<file path="config.mk">
export PLATFORM = sky130hd
export DESIGN_NAME = scl180_eco_strap_capture
export DESIGN_NICKNAME = d
export VERILOG_FILES = /design/src/rtl/scl180_eco_strap_capture.sv
export SDC_FILE = /design/constraint.sdc
export NUM_CORES = 1
export LEC_CHECK = 0
export BUFFER_PORTS_ARGS = -buffer_cell sky130_fd_sc_hd__buf_2
export CORE_ASPECT_RATIO = 0.75
export CORE_MARGIN = 10
export CORE_UTILIZATION = 55
export DETAILED_ROUTE_END_ITERATION = 6
export GPL_ROUTABILITY_DRIVEN = 0
export GPL_TIMING_DRIVEN = 0
export MAX_ROUTING_LAYER = met4
export PLACE_DENSITY = 0.85
export SLEW_MARGIN = 20
export SYNTH_ARGS = -nofsm -noshare
export SYNTH_HDL_FRONTEND = slang
export SYNTH_SLANG_ARGS = --single-unit
</file>
<file path="constraint.sdc">
create_clock -name wb_clk_i -period 2.6 [get_ports wb_clk_i]
set_clock_uncertainty 0.1 [all_clocks]
set_input_delay 0.52 -clock wb_clk_i [delete_from_list [all_inputs] [get_ports wb_clk_i]]
set_output_delay 0.52 -clock wb_clk_i [all_outputs]
set_load 0.005 [all_outputs]
</file>
<file path="src/rtl/scl180_eco_strap_capture.sv">
// scl180_eco_strap_capture
//
// Turns the SCL180 spare-cell tie-off straps into a clean, registered
// configuration word. After reset (or a rescan request) the block waits
// SETTLE_CYCLES, then samples the synchronized straps every cycle until
// SAMPLES consecutive identical samples are seen, and commits that value.
// If MAX_SAMPLES samples pass without such a run, the latest sample is
// committed anyway and the sticky mismatch flag is raised.
//
// Ports:
//   wb_clk_i       single clock
//   wb_rst_i       synchronous, active-high reset
//   strap_i        raw strap nets (asynchronous), NUM_STRAPS wide
//   rescan_i       one-cycle rescan request, honoured only when idle
//   strap_o        committed strap word
//   strap_valid_o  high once any commit has occurred
//   busy_o         high while settling or sampling
//   changed_o      one-cycle pulse when a rescan commits a different word
//   mismatch_o     sticky: unstable samples seen or sample budget exhausted

module scl180_eco_strap_capture #(
    parameter int NUM_STRAPS    = 8,
    parameter int SETTLE_CYCLES = 16,
    parameter int SAMPLES       = 3,
    parameter int MAX_SAMPLES   = 64
) (
    input  logic                  wb_clk_i,
    input  logic                  wb_rst_i,
    input  logic [NUM_STRAPS-1:0] strap_i,
    input  logic                  rescan_i,
    output logic [NUM_STRAPS-1:0] strap_o,
    output logic                  strap_valid_o,
    output logic                  busy_o,
    output logic                  changed_o,
    output logic                  mismatch_o
);

    localparam int SET_W = (SETTLE_CYCLES < 2) ? 1 : $clog2(SETTLE_CYCLES);
    localparam int SMP_W = $clog2(MAX_SAMPLES + 1);

    typedef enum logic [1:0] {
        SETTLE = 2'd0,
        SAMPLE = 2'd1,
        DONE   = 2'd2
    } state_t;

    state_t                  state;
    logic [NUM_STRAPS-1:0]   sync_p0;
    logic [NUM_STRAPS-1:0]   sync_p1;
    logic [NUM_STRAPS-1:0]   last_sample;
    logic [SET_W-1:0]        settle_cnt;
    logic [SMP_W-1:0]        sample_cnt;
    logic [SMP_W-1:0]        match_cnt;

    logic [SMP_W-1:0]        sample_cnt_nxt;
    logic [SMP_W-1:0]        match_cnt_nxt;
    logic                    first_sample;
    logic                    same_sample;
    logic                    run_hit;
    logic                    budget_hit;

    // Sample-path decisions for the capture taking place this cycle.
    always_comb begin
        sample_cnt_nxt = sample_cnt + SMP_W'(1);
        first_sample   = (sample_cnt == '0);
        same_sample    = (sync_p1 == last_sample);
        // The first capture of a scan opens a fresh run of length one.
        if (first_sample || !same_sample) begin
            match_cnt_nxt = SMP_W'(1);
        end else begin
            match_cnt_nxt = match_cnt + SMP_W'(1);
        end
        run_hit    = (match_cnt_nxt == SMP_W'(SAMPLES));
        budget_hit = (sample_cnt_nxt == SMP_W'(MAX_SAMPLES));
    end

    always_ff @(posedge wb_clk_i) begin
        if (wb_rst_i) begin
            sync_p0       <= '0;
            sync_p1       <= '0;
            state         <= SETTLE;
            settle_cnt    <= '0;
            sample_cnt    <= '0;
            match_cnt     <= '0;
            last_sample   <= '0;
            strap_o       <= '0;
            strap_valid_o <= 1'b0;
            busy_o        <= 1'b1;
            changed_o     <= 1'b0;
            mismatch_o    <= 1'b0;
        end else begin
            // Stage p0/p1: two-flop synchronizer for the asynchronous straps
            sync_p0   <= strap_i;
            sync_p1   <= sync_p0;
            changed_o <= 1'b0;

            // FSM stage: consumes sync_p1
            case (state)
                SETTLE: begin
                    if (settle_cnt == SET_W'(SETTLE_CYCLES - 1)) begin
                        state      <= SAMPLE;
                        settle_cnt <= '0;
                        sample_cnt <= '0;
                        match_cnt  <= '0;
                    end else begin
                        settle_cnt <= settle_cnt + SET_W'(1);
                    end
                end

                SAMPLE: begin
                    last_sample <= sync_p1;
                    sample_cnt  <= sample_cnt_nxt;
                    match_cnt   <= match_cnt_nxt;
                    if (!first_sample && !same_sample) begin
                        mismatch_o <= 1'b1;
                    end
                    // A stable run wins over the budget when both land on
                    // the same sample; only a budget-forced commit flags.
                    if (run_hit || budget_hit) begin
                        strap_o       <= sync_p1;
                        strap_valid_o <= 1'b1;
                        changed_o     <= strap_valid_o && (sync_p1 != strap_o);
                        busy_o        <= 1'b0;
                        state         <= DONE;
                        if (!run_hit) begin
                            mismatch_o <= 1'b1;
                        end
                    end
                end

                DONE: begin
                    if (rescan_i) begin
                        state      <= SETTLE;
                        settle_cnt <= '0;
                        busy_o     <= 1'b1;
                    end
                end

                default: begin
                    state      <= SETTLE;
                    settle_cnt <= '0;
                    busy_o     <= 1'b1;
                end
            endcase
        end
    end

endmodule
</file>
==> impl_metrics.toml, run 1 <==
[grt]
overflow = 0
grt_first_pass_wirelength_um = 9011
antenna_found_initial = 0
grt_pass1_vias = 1919
grtUsageMet3_pct = 3.374
grtUsageMet2_pct = 21.31
grt.busiest_layer = "met2"
grt_use_total_pct = 14.21
grt_max_degree = 19
met1_usage_pct = 18.15

[run]
cap_violations = 0

[power_and_ir_drop]
ir_worst_vdd_mv = 0.3225
cellInternalPower_w = 0.001197
clkPwrFrac_pct = 37.8
sequentialPowerShare_pct = 57.4
leakagePower_nw = 1.042
p_per_area_mw_per_mm2 = 543.6
power_frac_comb_pct = 4.9
sw_frac_of_total_pct = 22.54
p_switching_w = 0.0003485

[critical_path]
critPathCapture = "strap_o[4]"
r2r-start = "match_cnt[0]"
slowest_delay_ps = 460
reg2reg_to = "strap_o[4]"
slowest_stage = "dfxtp_1"
crit_arrival_ps = 2410
startpoint = "match_cnt[0]"
crit_required_ps = 2740
regToRegSetupSlack_ps = 340
critPathLaunchType = "flip-flop"
worstRegToRegCells = 7
end_kind = "flip-flop"
critical_path_class = "flip-flop to flip-flop"
worstPathCellList = "ha_1, nand4_1, or2_2, a31oi_1, a31o_2, buf_8, mux2i_1"
cp_max_fo = 10

[timing]
rsz0062_at_grt = "no"
fin_ws_ps = 336.1
tns_ps = 0
maxSlewHeadroom_pct = 49.38
worst_pin_slew_ps = 753.4
max_freq_mhz = 441.7
hold_violations = 0
finalMaxSlewViolations = 0
finalSetupViolCount = 0
min_period_ps = 2264
period_share_pct = 87.07

[floorplan]
die_h_um = 78.98
io_pins = 23
core_area_sq_mm = 0.004467
start_util_pct = 57.11
die_width_um = 98.64
std_cell_rows = 21
dieArea_sq_mm = 0.007791

[cells_and_area]
fin_area_sq_mm = 0.002844
area_growth_pct = 11.48
final_nets = 334
drive_above_1_share_pct = 14.69
diodes = 0
fillers = 383

[yosys]
yosysTopAreaCell = "dfxtp_1"
seq_area_frac_synth_pct = 43.94
yosysWarnings = 0
synth_top_area_share_pct = 43.94
synth.distinct_cells = 47
synth_seq_cells = 56
synth.avg_cell_area_sq_um = 8.767
synth_cells = 291
netlist_top_cells_area = "dfxtp_1, a21oi_1, nand2b_1"
syn_area_sq_mm = 0.002551
synth_fp_nets = 306

[clock_network]
cts_resized = 0
clk_latency_ps = 320
clkTransAtPathRegs_ps = 100
cts_inserted_buffers = 5
cts_setup_buffers = 0
cts_tree = "done"
ctsHoldBuffers = 0
clockBufferDepth = 2
cts_num_sinks = 56
cts-root-buf = "clkbuf_8"
htree_levels = 2

[hold_path]
whs_path_depth = 2
hold_path.class = "primary input to flip-flop"

[placement]
dp_hpwl_um = 3925
placed_area_sq_mm = 0.002728
place_ws_ps = 401.6
numPortBuffers = 21

[route]
drtAntennaViolNets = 0
wl_per_cell_um = 14.43
route.detailed.drc = 0
drt-vias-per-instance = 5.557
vias = 2095
wl_um = 5440
first_pass_iters = 4
drtIter0Drc = 138

[status]
status = "complete, no violations"
==> worst max-delay path, delay by kind of cell (launching register included) <==
family                   cells  cell delay, ps
multiplexers                 1             190
AO/OA/AOI/OAI                2             600
adder cells (fa/ha/maj)      1             300
AND/OR/NAND/NOR              2             380
buffers and inverters        1             150
flip-flops                   1             460
==> worst min path at each step <==
| stage | to | start |
|---|---|---|
| 2_1_floorplan | sync_p1[0] | sync_p0[0] |
| 3_3_place_gp | sync_p1[6] | sync_p0[6] |
| 3_5_place_dp | sync_p1[5] | sync_p0[5] |
| 4_1_cts | sync_p0[4] | strap_i[4] |
| 5_1_grt | sync_p0[4] | strap_i[4] |
| 6_report | sync_p0[7] | strap_i[7] |
==> flip-flops by register name, summed over array words and instances (netlist names) <==
name	count
changed_o	1
sample_cnt	7
last_sample	8
busy_o	1
sync_p0	8
strap_o	8
mismatch_o	1
strap_valid_o	1
settle_cnt	4
sync_p1	8
state	2
match_cnt	7
==> power groups by stage <==
stage	Sequential (W)	Combinational, W	Clock, W
2_1_floorplan	0.000903	0.0000551	0
3_3_place_gp	0.000906	0.0000730	0
3_5_place_dp	0.000906	0.0000748	0
4_1_cts	0.000887	0.0000753	0.000590
5_1_grt	0.000889	0.0000843	0.000627
6_report	0.000887	0.0000751	0.000584
==> cell usage in the layout, fill, tap and decap left out, types with 3 or more instances in the layout <==
cell	count
a22oi_1	5
nand2_1	26
dfxtp_1	56
nor2b_1	18
buf_2	23
nor2_1	27
o21ai_0	7
a31oi_1	3
or2_2	3
a211oi_1	5
mux2i_1	8
nand3_1	7
clkbuf_8	5
nor3_1	4
nand2b_1	18
nor4_1	6
nand4_1	5
inv_1	5
clkbuf_1	9
ha_1	4
xnor2_1	8
xor2_1	8
a21oi_1	25
==> metrics by stage <==
step                      power (W)  utilization (%)  hold WS (ps)  instances
after detailed placement  0.0009813            61.06         325.6        369
after floorplan           0.0009577                -         313.8        291
after global placement    0.0009788            61.06         318.3        369
after global routing       0.001601            63.67         301.4        377
after CTS                  0.001552            63.67         301.1        377
final                      0.001546            63.67         309.2        377
==> metal layers <==
metal / share of wire (%) / vias up / wire length, um
li1: - / 1067 / -
met1: 49 / 980 / 2646
met2: 45 / 44 / 2447
met3: 5.2 / 4 / 285
met4: 1.1 / 0 / 61
met5: 0 / - / 0
==> synthesized netlist by cell type, drive strengths merged <==
master	instances
and3	2
nand3	8
o211ai	1
nor2	27
a211oi	6
nand2	27
nor4b	1
or4b	1
nand4	5
nand4b	1
ha	4
a32oi	2
dfxtp	56
a31o	2
xnor2	8
a22oi	5
o22a	1
a31oi	3
buf	5
mux2i	8
nand3b	2
a41oi	1
or3b	1
o21a	1
or3	1
xor2	8
a21oi	25
a22o	1
o21ai	9
clkbuf	9
and2	1
o21bai	1
nor4	6
or2	3
nor3	4
nand2b	18
a2111oi	2
inv	5
o21ba	2
nor2b	18
==> area by class of cell <==
cell class / count / area (sq um) / area share (%)
Buffer: 14 / 66.31 / 2.332
Clock buffer: 5 / 68.82 / 2.420
Clock inverter: 3 / 47.55 / 1.672
Inverter: 5 / 18.77 / 0.6599
Multi-Input combinational cell: 216 / 1345 / 47.29
Sequential cell: 56 / 1121 / 39.42
Tap cell: 57 / 71.32 / 2.508
Timing Repair Buffer: 21 / 105.1 / 3.696
==> cells by family after synthesis <==
logic type                 after synthesis  share of synthesized area [%]
muxes                                    8                          3.139
buffers and inverters                   19                          3.335
and+or+nand+nor                        126                          26.04
AOI/OAI and AO/OA                       62                          16.09
DFF                                     56                          43.94
adders and majority gates                4                          1.962
xor gates and xnor gates                16                          5.493
(Power assumes the default switching activity.)
==> run 2, diff against run 1 <==
--- a/config.mk
+++ b/config.mk
@@ -8,12 +8,11 @@
 export BUFFER_PORTS_ARGS = -buffer_cell sky130_fd_sc_hd__buf_2
 export CORE_ASPECT_RATIO = 0.75
 export CORE_MARGIN = 10
-export CORE_UTILIZATION = 55
+export CORE_UTILIZATION = 35
 export DETAILED_ROUTE_END_ITERATION = 6
 export GPL_ROUTABILITY_DRIVEN = 0
 export GPL_TIMING_DRIVEN = 0
 export MAX_ROUTING_LAYER = met4
-export PLACE_DENSITY = 0.85
 export SLEW_MARGIN = 20
 export SYNTH_ARGS = -nofsm -noshare
 export SYNTH_HDL_FRONTEND = slang
==> run 2 against run 1 <==
  * Critical path depth unchanged
  * Count of clock-buffer cells in the layout did not move
  * Sequential share of layout area decreased by 0.45 points
  * Cell count increased by 11%
  * Setup slack worse by 54 ps
  * Global-route usage down 3.6 points
  * Sequential power barely moved
  * Worst hold slack worse by 4.0 ps
  * Non-clock buffer count unchanged
  * Power is 4.1% lower
  * Critical endpoint is now strap_o[1]
  * Largest cell class unchanged
  * Highest routed layer unchanged
==> impl_metrics.toml, run 2 (same netlist as run 1, synthesis figures left out) <==
[route]
vias = 2039
first_pass_iters = 4
drt-vias-per-instance = 4.878
drtIter0Drc = 163
wl_um = 5581
wl_per_cell_um = 13.35
drtAntennaViolNets = 0
route.detailed.drc = 0

[critical_path]
crit_arrival_ps = 2470
crit_required_ps = 2750
critPathLaunchType = "flip-flop"
worstRegToRegCells = 7
critical_path_class = "flip-flop to flip-flop"
end_kind = "flip-flop"
cp_max_fo = 10

[timing]
finalSetupViolCount = 0
worst_pin_slew_ps = 726.0
tns_ps = 0
hold_violations = 0
finalMaxSlewViolations = 0
period_share_pct = 89.16
rsz0062_at_grt = "no"
max_freq_mhz = 431.4
min_period_ps = 2318
fin_ws_ps = 281.8
maxSlewHeadroom_pct = 51.23

[cells_and_area]
diodes = 0
instances_no_fill = 418
final_util_pct = 41.32
final_nets = 334
area_growth_pct = 12.75
most-common-layout-cells = "dfxtp_1, nor2_1, nand2_1"
drive_above_1_share_pct = 14.69
final_common_cell = "dfxtp_1"

[clock_network]
cts_setup_buffers = 0
clkTransAtPathRegs_ps = 110
cts_resized = 0
cts_inserted_buffers = 5
cts_tree = "done"
clockBufferDepth = 2
cts-root-buf = "clkbuf_8"
htree_levels = 2
cts_num_sinks = 56
clk_latency_ps = 320
ctsHoldBuffers = 0

[grt]
overflow = 0
grt_max_degree = 21
grt_use_total_pct = 10.62
grt_first_pass_wirelength_um = 9591
antenna_found_initial = 0
grt_pass1_vias = 1968

[placement]
numPortBuffers = 21
dp_hpwl_um = 4065
place_ws_ps = 327.4
dpl.cell_count = 410

[power_and_ir_drop]
p_per_area_mw_per_mm2 = 515.6
leakagePower_nw = 1.035
ir_worst_vdd_mv = 0.2253

[floorplan]
std_cell_rows = 26
dieArea_sq_mm = 0.01114
io_pins = 23
core_area_sq_mm = 0.006962
start_util_pct = 36.65
die_width_um = 118.6
die_h_um = 93.94

[status]
status = "complete, no violations"

[hold_path]
whs_path_depth = 2
hold_path.class = "primary input to flip-flop"

[run]
cap_violations = 0
-- run 2: cell count changes in the layout (fill, tap and decap cells not counted) --
cell,before,now
clkinv_4,2,0
inv_6,0,2
bufinv_16,1,0
inv_8,0,1
-- run 2: per-layer routing --
metal	up-vias	share of wire [%]	track usage [%]
met2	39	41	14.88
li1	1070	-	-
met3	5	3.7	2.162
met5	-	0	-
met4	0	1.3	3.651
met1	925	54	14.72
-- run 2: layout make-up --
cell class / instances / area, sq um
well taps: 98 / 122.6
inverters: 5 / 18.77
repair buffers: 21 / 105.1
multi-input cells: 216 / 1345
clock inverters: 3 / 28.78
flip-flops and latches: 56 / 1121
fillers: 722 / 4085
clock buffers: 5 / 68.82
plain buffers: 14 / 66.31
-- run 2: path summary, 6_finish.rpt --
kind,from,end,slack (ps)
setup reg to reg,match_cnt[0],strap_o[1],280
setup / recovery,match_cnt[0],strap_o[1],280
hold / removal,strap_i[1],sync_p0[1],310
hold reg to reg,sync_p0[6],sync_p1[6],340
-- run 2: worst max-delay path: stages, from the launching register on --
cell and delay, ps:
dfxtp_1 460, ha_1 300, nand4_1 130, or2_2 280, a31oi_1 390, a31o_2 240
buf_8 150, mux2i_1 200
-- run 2: through the flow --
step	area, sq um	power, W	hold WS [ps]
6_report	2877	0.001483	305.3
5_1_grt	2877	0.001543	302.4
4_1_cts	2877	0.001498	298.8
2_1_floorplan	2551	0.0009577	313.8
3_5_place_dp	2779	0.0009825	320.4
3_3_place_gp	2779	0.0009813	317.0
-- run 2: report_power, final --
group | internal (W) | total [W] | switching, W
clock | 0.000204 | 0.000521 | 0.000316
sequential | 0.000873 | 0.000887 | 0.0000145
combinational | 0.0000343 | 0.0000753 | 0.0000410
